===== src/rtl/dual_cam_fb_pkg.sv =====
// Shared constants, entry/channel types and pixel helpers for the dual-camera
// frame-buffer writer.
package dual_cam_fb_pkg;

  localparam int unsigned FB_WIDTH   = 320;
  localparam int unsigned FB_HEIGHT  = 240;
  localparam int unsigned HALF_WIDTH = 160;
  localparam int unsigned CAM_W      = 640;
  localparam int unsigned CAM_H      = 480;

  localparam int unsigned FB_ADDR_W  = 17;
  localparam int unsigned FB_DATA_W  = 12;

  typedef enum logic {
    CAM1 = 1'b0,
    CAM2 = 1'b1
  } cam_t;

  typedef struct packed {
    logic [FB_ADDR_W-1:0] addr;
    logic [FB_DATA_W-1:0] data;
  } fb_entry_t;

  // g = (R + 2G + B) >> 2 on a 6-bit sum, replicated into all three channels.
  function automatic logic [FB_DATA_W-1:0] rgb444_to_gray(input logic [FB_DATA_W-1:0] rgb);
    logic [5:0] sum;
    sum = {2'b00, rgb[11:8]} + {1'b0, rgb[7:4], 1'b0} + {2'b00, rgb[3:0]};
    return {sum[5:2], sum[5:2], sum[5:2]};
  endfunction

endpackage


===== src/rtl/dual_cam_fb_fifo.sv =====
// Single-clock FIFO of DEPTH entries (power of two, >= 2).
// Ports: clk, reset_n (sync, active-low), push/push_data, pop/pop_data,
// full, empty. A push while full is taken only if a pop happens in the same cycle.
module dual_cam_fb_fifo #(
  parameter int unsigned DEPTH = 4,
  parameter int unsigned WIDTH = 29
) (
  input  logic             clk,
  input  logic             reset_n,
  input  logic             push,
  input  logic [WIDTH-1:0] push_data,
  input  logic             pop,
  output logic [WIDTH-1:0] pop_data,
  output logic             full,
  output logic             empty
);

  localparam int unsigned PW = $clog2(DEPTH);

  logic [WIDTH-1:0] mem [DEPTH];
  logic [PW:0]      wr_ptr;
  logic [PW:0]      rd_ptr;
  logic             do_push;
  logic             do_pop;

  assign empty    = (wr_ptr == rd_ptr);
  assign full     = (wr_ptr[PW] != rd_ptr[PW]) && (wr_ptr[PW-1:0] == rd_ptr[PW-1:0]);
  assign do_pop   = reset_n && pop && !empty;
  assign do_push  = reset_n && push && (!full || do_pop);
  assign pop_data = mem[rd_ptr[PW-1:0]];

  always_ff @(posedge clk) begin
    if (!reset_n) begin
      wr_ptr <= '0;
      rd_ptr <= '0;
    end else begin
      if (do_push) wr_ptr <= wr_ptr + 1'b1;
      if (do_pop)  rd_ptr <= rd_ptr + 1'b1;
    end
  end

  always_ff @(posedge clk) begin
    if (do_push) mem[wr_ptr[PW-1:0]] <= push_data;
  end

endmodule


===== src/rtl/dual_cam_fb_writer.sv =====
// Merges two camera pixel streams into one 320x240 RGB444 frame-buffer write
// port. Each 640x480 stream is decimated to 160x240; cam1 fills columns
// 0..159, cam2 columns 160..319. One FIFO per channel, round-robin arbiter,
// registered write port.
// Ports: clk, i_reset_n (sync, active-low); per camera i_we/i_data/i_line/
// i_pixel; i_clear clears o_overflow; o_we/o_addr/o_data write port;
// o_overflow[0]=cam1, [1]=cam2 sticky drop flags.
// Option: define DUAL_CAM_FB_GRAY_EN to write grayscale {g,g,g} instead of RGB.
module dual_cam_fb_writer
  import dual_cam_fb_pkg::*;
#(
  parameter int unsigned ADDR_WIDTH = 17,
  parameter int unsigned DATA_WIDTH = 12,
  parameter int unsigned CAM_LINE   = 9,
  parameter int unsigned CAM_PIXEL  = 10,
  parameter int unsigned FIFO_DEPTH = 4
) (
  input  logic                  clk,
  input  logic                  i_reset_n,
  input  logic                  i_we_cam1,
  input  logic [DATA_WIDTH-1:0] i_data_cam1,
  input  logic [CAM_LINE-1:0]   i_line_cam1,
  input  logic [CAM_PIXEL-1:0]  i_pixel_cam1,
  input  logic                  i_we_cam2,
  input  logic [DATA_WIDTH-1:0] i_data_cam2,
  input  logic [CAM_LINE-1:0]   i_line_cam2,
  input  logic [CAM_PIXEL-1:0]  i_pixel_cam2,
  input  logic                  i_clear,
  output logic                  o_we,
  output logic [ADDR_WIDTH-1:0] o_addr,
  output logic [DATA_WIDTH-1:0] o_data,
  output logic [1:0]            o_overflow
);

  localparam int unsigned EW = ADDR_WIDTH + DATA_WIDTH;

  logic                  qual1, qual2;
  logic [EW-1:0]         wr1, wr2;
  logic [EW-1:0]         rd1, rd2;
  logic                  full1, full2;
  logic                  empty1, empty2;
  logic                  grant1, grant2;
  logic                  drop1, drop2;
  cam_t                  last;
  logic [EW-1:0]         sel;
  logic [ADDR_WIDTH-1:0] sel_addr;
  logic [DATA_WIDTH-1:0] sel_data;

  function automatic logic qualify(input logic                 we,
                                   input logic [CAM_LINE-1:0]  line,
                                   input logic [CAM_PIXEL-1:0] pixel);
    return we && (pixel[1:0] == 2'b00) && !line[0]
           && (pixel < CAM_PIXEL'(CAM_W)) && (line < CAM_LINE'(CAM_H));
  endfunction

  // y*320 as (y<<8)+(y<<6); cam2 lands in the right half.
  function automatic logic [ADDR_WIDTH-1:0] fb_addr(input logic [CAM_LINE-1:0]  line,
                                                    input logic [CAM_PIXEL-1:0] pixel,
                                                    input cam_t                 ch);
    logic [ADDR_WIDTH-1:0] y, x, off;
    y   = ADDR_WIDTH'(line[CAM_LINE-1:1]);
    x   = ADDR_WIDTH'(pixel[CAM_PIXEL-1:2]);
    off = (ch == CAM2) ? ADDR_WIDTH'(HALF_WIDTH) : '0;
    return (y << 8) + (y << 6) + x + off;
  endfunction

  assign qual1 = qualify(i_we_cam1, i_line_cam1, i_pixel_cam1);
  assign qual2 = qualify(i_we_cam2, i_line_cam2, i_pixel_cam2);
  assign wr1   = {fb_addr(i_line_cam1, i_pixel_cam1, CAM1), i_data_cam1};
  assign wr2   = {fb_addr(i_line_cam2, i_pixel_cam2, CAM2), i_data_cam2};

  dual_cam_fb_fifo #(
    .DEPTH (FIFO_DEPTH),
    .WIDTH (EW)
  ) u_fifo_cam1 (
    .clk       (clk),
    .reset_n   (i_reset_n),
    .push      (qual1),
    .push_data (wr1),
    .pop       (grant1),
    .pop_data  (rd1),
    .full      (full1),
    .empty     (empty1)
  );

  dual_cam_fb_fifo #(
    .DEPTH (FIFO_DEPTH),
    .WIDTH (EW)
  ) u_fifo_cam2 (
    .clk       (clk),
    .reset_n   (i_reset_n),
    .push      (qual2),
    .push_data (wr2),
    .pop       (grant2),
    .pop_data  (rd2),
    .full      (full2),
    .empty     (empty2)
  );

  // Round robin: on contention the channel not granted last wins.
  assign grant1 = !empty1 && (empty2 || (last == CAM2));
  assign grant2 = !empty2 && (empty1 || (last == CAM1));

  assign drop1 = qual1 && full1 && !grant1;
  assign drop2 = qual2 && full2 && !grant2;

  always_comb begin
    sel      = grant2 ? rd2 : rd1;
    sel_addr = sel[EW-1:DATA_WIDTH];
`ifdef DUAL_CAM_FB_GRAY_EN
    sel_data = DATA_WIDTH'(rgb444_to_gray(FB_DATA_W'(sel[DATA_WIDTH-1:0])));
`else
    sel_data = sel[DATA_WIDTH-1:0];
`endif
  end

  always_ff @(posedge clk) begin
    if (!i_reset_n) begin
      o_we       <= 1'b0;
      o_addr     <= '0;
      o_data     <= '0;
      o_overflow <= '0;
      last       <= CAM2;
    end else begin
      o_we <= grant1 || grant2;
      if (grant1 || grant2) begin
        o_addr <= sel_addr;
        o_data <= sel_data;
        last   <= grant2 ? CAM2 : CAM1;
      end
      // A drop in the same cycle as i_clear leaves the bit set.
      o_overflow[0] <= drop1 ? 1'b1 : (i_clear ? 1'b0 : o_overflow[0]);
      o_overflow[1] <= drop2 ? 1'b1 : (i_clear ? 1'b0 : o_overflow[1]);
    end
  end

endmodule


===== config.mk =====
export PLATFORM = sky130hd
export DESIGN_NAME = dual_cam_fb_writer
export DESIGN_NICKNAME = d
export VERILOG_FILES = /design/src/rtl/dual_cam_fb_pkg.sv /design/src/rtl/dual_cam_fb_fifo.sv /design/src/rtl/dual_cam_fb_writer.sv
export SDC_FILE = /design/constraint.sdc
export NUM_CORES = 1
export LEC_CHECK = 0
export CAP_MARGIN = 20
export CORE_MARGIN = 4
export CORE_UTILIZATION = 30
export DETAILED_ROUTE_END_ITERATION = 8
export DONT_BUFFER_PORTS = 1
export PLACE_DENSITY = 0.48
export SLEW_MARGIN = 20
export SYNTH_ARGS = -nofsm -noshare
export SYNTH_HDL_FRONTEND = slang
export SYNTH_SLANG_ARGS = --single-unit
export TNS_END_PERCENT = 10

===== constraint.sdc =====
create_clock -name clk -period 2.7 [get_ports clk]
set_clock_uncertainty 0.05 [all_clocks]
set_input_delay 0.405 -clock clk [delete_from_list [all_inputs] [get_ports clk]]
set_output_delay 0.405 -clock clk [all_outputs]
set_load 0.005 [all_outputs]

### Yosys cells after proc, flatten, opt, wreduce, memory -nomap -nowiden

Memories as Yosys holds them, arrays and structs flattened. A register that Yosys moved wholly into a read port is not among the register bits.
Cells that the tools add are included.

* $add $sub $neg: 9
* $lt $le $gt $ge: 4
* equal/unequal tests: 6
* muxes and demuxes: 13
* bitwise operators: 1
* reductions and logical operators: 41

Operators with widths (count)
* $add 16x14->17: 2
* $add 17x8->17: 2
* $mux 29: 1
* $logic_and 1x1->1: 24
* $lt 10x10->1 const B: 2
* $lt 9x9->1 const B: 2
* $add 17x8->17 const B: 1
* $add 3x1->3 const B: 4
* $logic_not 1->1: 8
* $mux 1: 8
* $mux 2: 4
* $eq 3x3->1: 2
* $logic_or 1x1->1: 5
* $eq 2x2->1: 2
* $logic_not 2->1: 2
* $reduce_bool 2->1: 2
* $ne 1x1->1: 2
* $not 1->1: 1

* flip-flop bits (word level): 45
* RAM bits: 232
* input bits: 67
* output and inout bits: 32
* word-level logic and storage cells: 86
* memories: 2

Memory list
* u_fifo_cam1.mem: depth 4, bits a word 29, rd ports 1, clocked after Yosys merged registers in 1, write ports 1, RTL line dual_cam_fb_fifo.sv:20 `logic [WIDTH-1:0] mem [DEPTH];`
* u_fifo_cam2.mem: depth 4, bits a word 29, rd ports 1, clocked after Yosys merged registers in 1, write ports 1, RTL line dual_cam_fb_fifo.sv:20

### Logic depth before layout (Yosys ltp)

* depth in word-level cells: 9
* gate-level depth with buffers: 9
* mapped depth without buffers: 9

### Hierarchy

From an unflattened synthesis, not the netlist that was laid out.

* cell total of the unflattened synthesis: 678
* area, all modules: 11656.2 um^2

By module, submodules not included
* dual_cam_fb_fifo: times used 2, cells an instance 212, area an instance 4698.3 um^2, seq. area each 3643.5 um^2
* dual_cam_fb_writer: times used 1, cells an instance 254, area an instance 2259.7 um^2, seq. area each 660.6 um^2

### Worst setup path after synthesis

Ideal clock, no wire load.

* kind: register to register
* from: reg u_fifo_cam1.wr_ptr[2]
* to: mem u_fifo_cam2.mem[3][0], enable pin
* library setup time: 0.390 ns
* arrival time: 2.028 ns
* data required time: 2.260 ns
* path slack: 0.232 ns
* cell stages (with the launch flop): 6
* path buffers: 1
* clock period less this slack: 2.468 ns
* cells stage by stage: dfxtp_1 > xor2_1 > or3_1 > buf_6 > a31oi_4 > and2_1

* word-level cells in the longest chain between the ends: 9

RTL lines
* start, declared: RTL line dual_cam_fb_fifo.sv:21 `logic [PW:0] wr_ptr;`
* start signal, assigned: RTL line dual_cam_fb_fifo.sv:37 `if (do_push) wr_ptr <= wr_ptr + 1'b1;`
* $eq 3x3->1: RTL line dual_cam_fb_fifo.sv:26 `assign empty = (wr_ptr == rd_ptr);`
* $logic_or 1x1->1: RTL line dual_cam_fb_writer.sv:102 `assign grant2 = !empty2 && (empty1 || (last == CAM1));`
* $logic_and 1x1->1: RTL line dual_cam_fb_writer.sv:102
* $logic_and 1x1->1 (2 in series): RTL line dual_cam_fb_fifo.sv:28 `assign do_pop = reset_n && pop && !empty;`
* $logic_or 1x1->1: RTL line dual_cam_fb_fifo.sv:29 `assign do_push = reset_n && push && (!full || do_pop);`
* $logic_and 1x1->1: RTL line dual_cam_fb_fifo.sv:29
* $mux 1: RTL line dual_cam_fb_fifo.sv:43 `if (do_push) mem[wr_ptr[PW-1:0]] <= push_data;`
* $mux 1 (not written as such): RTL line dual_cam_fb_fifo.sv:43
* end, declared: RTL line dual_cam_fb_fifo.sv:20

No other way between the ends.

### Worst setup path in the final report

* from: reg u_fifo_cam1.wr_ptr[2]
* to: reg o_data[5]

* word-level cells in the longest chain between the ends: 4
* elaborated cells between the ends (all ways): 7
* classes of those cells: eq/ne (1); mux (1); reduce/logical (5)

RTL lines
* $eq 3x3->1 *: RTL line dual_cam_fb_fifo.sv:26
* $logic_or 1x1->1 or $logic_not 1->1 (tied branches): RTL line dual_cam_fb_writer.sv:102, dual_cam_fb_writer.sv:101
* $logic_and 1x1->1, on equally long branches: RTL line dual_cam_fb_writer.sv:102, dual_cam_fb_writer.sv:101
* $mux 29 or $logic_or 1x1->1 (tied branches): RTL line dual_cam_fb_writer.sv:108, dual_cam_fb_writer.sv:126
* end signal, assigned: RTL line dual_cam_fb_writer.sv:128 `o_data <= sel_data;`
* end, declared: RTL line dual_cam_fb_writer.sv:31 `output logic [DATA_WIDTH-1:0] o_data,`

Mark *: on every way between the ends. The rest lies on a longest branch, timed or not.
A chain may end at the register's enable or synchronous reset.

==> run metrics <==
Synth area leaders edfxtp_1, mux4_2, dfxtp_1, ha_1, nand2_1; root buf cell clkbuf_16; total clock sinks around 280; crit path cell chain xor2_1 -> or3_1 -> buf_4 -> a211oi_4 -> buf_4 -> a32oi_1 -> nand2_1; vias per inst between 4 and 5; Slew Limit Fails 0; clk_lat worst skew roughly 530 ps; Final TNS setup 0 ps; routed len/inst around 20 um; CP max FO 33; Post-Syn Area between 10000 and 15000 um^2; grt total ovfl 0; area delta synth->final 17.90%; Worst EP arrival between 2000 and 3000 ps; number of CTS-inserted buffers 28; CTS tree yes; Avg Cell Area, Syn roughly 17 um^2; antenna diode count 0; htree depth 1; HP Class input port to register; top-count cell post-synth edfxtp_1; Max Cap Viol 0; fillers roughly 3.5k; crit end category register; DRC 0; most frequent cells after synthesis edfxtp_1, nand2_1, mux4_2; first-pass GRT wire length between 30000 and 40000 um; Synthesized Nets ~760; synthesized instance count between 600 and 700; CP required 3120 ps; DRT iter0 DRCs around 290; largest area contributor in the netlist edfxtp_1; register area ~8000 um^2; ratio of cells with drive above 1 in the final layout between 10% and 20%; port bufs 0; DPL Wire Length between 15000 and 20000 um; share of the synthesized area in the top cell type 61.52%; Placer Congestion ~0.80; Routed Antenna Nets 0; nets@finish 817; Tcrit/Tclk final about four fifths; initial antenna violation count 0; critical path's slowest cell or3_1; DIE AREA about 40000 um^2; R2R Setup Slk 500 ps; unrepaired setup endpoints after global routing no; Starting Density between 30 and 40%; Fin. Hold Viols 0; Slew HR around 60%; hold_ws about 28 ps; Final min period between 2000 and 2500 ps; clk slew on worst S/H paths 60 ps; final setup violating endpoints 0; critical path class register to register; Yosys cell types 44; Slew @ Worst Pin 592.0 ps; multi-input logic area 3183 um^2; WL final roughly 25000 um; Peak supply drop ~0.49 mV; Leakage around 4.4 nW; critical path's most frequent cell buf_4; WP buf/inv 2; die width about 200 um; ys flop type edfxtp_1; largest net degree at the start of global routing 34; Worst Setup Slack, final around 500 ps; core area roughly 37000 um^2; Max stage delay on crit path around 440 ps; PwrDens slightly above 800 nW/um^2; sequential-to-total area share from yosys stat a little over two thirds; via count 5869; CP top delay family buffers and inverters; row count 70; Yosys warning total 0; number of synthesized register bits 281; Pre-antenna DRT Iters 5; Resized cells post-CTS 0; Async SR Flop Fraction 0%; CP Launch Type register; status finished clean; Ports between 90 and 100; Tot GR Track Use a little under an eighth; number of global-route vias before repair between 6k and 7k; DP Worst Slack between 50 and 60 ps; Post-synth EDFFs 232; Clock Tree Buf Depth 3; fmax around 0.45 GHz; die height a little over 200 um
-- worst reg2reg max path: stages (launching register included) --
cell and delay [ps]:
dfxtp_1 330, xor2_1 190, or3_1 440, buf_4 280, a211oi_4 270, buf_4 340, a32oi_1 140, nand2_1 100
-- stage by stage --
step	std cells	power (mW)	instance area [um^2]	utilization (%)
after detailed placement	1151	7.137	12100	32.74
after floorplan	655	6.545	11320	-
after CTS	1239	10.95	13350	36.12
after global routing	1239	11.32	13350	36.12
after global placement	1151	7.096	12100	32.74
final	1239	10.79	13350	36.12
-- where the power goes --
| part | switching (mW) | leakage (nW) | internal [mW] | total [mW] |
|---|---|---|---|---|
| logic | 0.982 | 1.50 | 0.802 | 1.78 |
| clock network | 1.54 | 0.435 | 2.18 | 3.71 |
| registers | 0.296 | 2.49 | 4.99 | 5.29 |
| total | 2.82 | 4.42 | 7.97 | 10.8 |
-- registers in the layout (all words and copies together), names as in the netlist, named ones only --
| name | flops |
|---|---|
| u_fifo_cam1.mem | 116 |
| u_fifo_cam2.mem | 116 |
| o_overflow | 2 |
| o_addr | 17 |
| o_we | 1 |
| last | 1 |
| u_fifo_cam1.wr_ptr | 3 |
| u_fifo_cam2.wr_ptr | 3 |
| u_fifo_cam1.rd_ptr | 3 |
| u_fifo_cam2.rd_ptr | 3 |
| o_data | 12 |
-- area by class of cell --
type / count / area share [%]
Multi-Input combinational cell: 328 / 23.84
Clock inverter: 16 / 0.9653
Sequential cell: 281 / 59.55
Timing Repair Buffer: 54 / 4.649
Clock buffer: 36 / 5.708
Tap cell: 504 / 4.724
Inverter: 20 / 0.5623
-- worst paths after layout --
kind	startpoint	end	cells past startpoint
hold reg to reg	o_data[5]	o_data[5]	2
hold / removal	i_clear	o_overflow[1]	3
setup / recovery	u_fifo_cam1.wr_ptr[2]	o_data[5]	7
setup reg to reg	u_fifo_cam1.wr_ptr[2]	o_data[5]	7
-- routing by layer --
metal  vias up  routed length, um  track usage, %
met3        30               2119           4.236
met4         0                419           2.061
met5         -                  0               0
li1       2705                  -               -
met2       184              12130           20.02
met1      2950              10200           15.27
-- cell usage in the layout, fill, tap and decap left out, types with 4 or more instances in the layout --
cell	Yosys	layout
dfxtp_1	49	47
a21oi_1	13	13
clkbuf_16	0	29
nand2_1	71	71
nand4_1	6	6
clkinv_1	0	7
nor2_1	22	21
dlygate4sd3_1	0	36
clkinv_2	0	4
buf_12	0	10
clkbuf_1	14	6
xor2_1	8	8
a32oi_1	29	29
o21ai_0	12	12
ha_1	35	35
inv_1	20	20
nand3_1	7	7
xnor2_1	18	18
edfxtp_1	232	232
buf_4	1	8
mux4_2	58	58
and2_1	9	9
-- repair_timing --
item	CTS	global route
setup buffers	0	0
hold buffers	36	0
endpoints found under the hold margin	142	0
-- kinds of logic after synthesis --
kind of cell	count (synthesis)	share of synthesized area (%)
muxes	61	11.80
DFF	281	70.19
adders and majority gates	37	4.221
and+or+nand+nor	131	5.171
AOI/OAI and AO/OA	73	4.818
xor gates and xnor gates	26	2.011
buffers and inverters	46	1.790
Power figures use the tool's default switching activity.
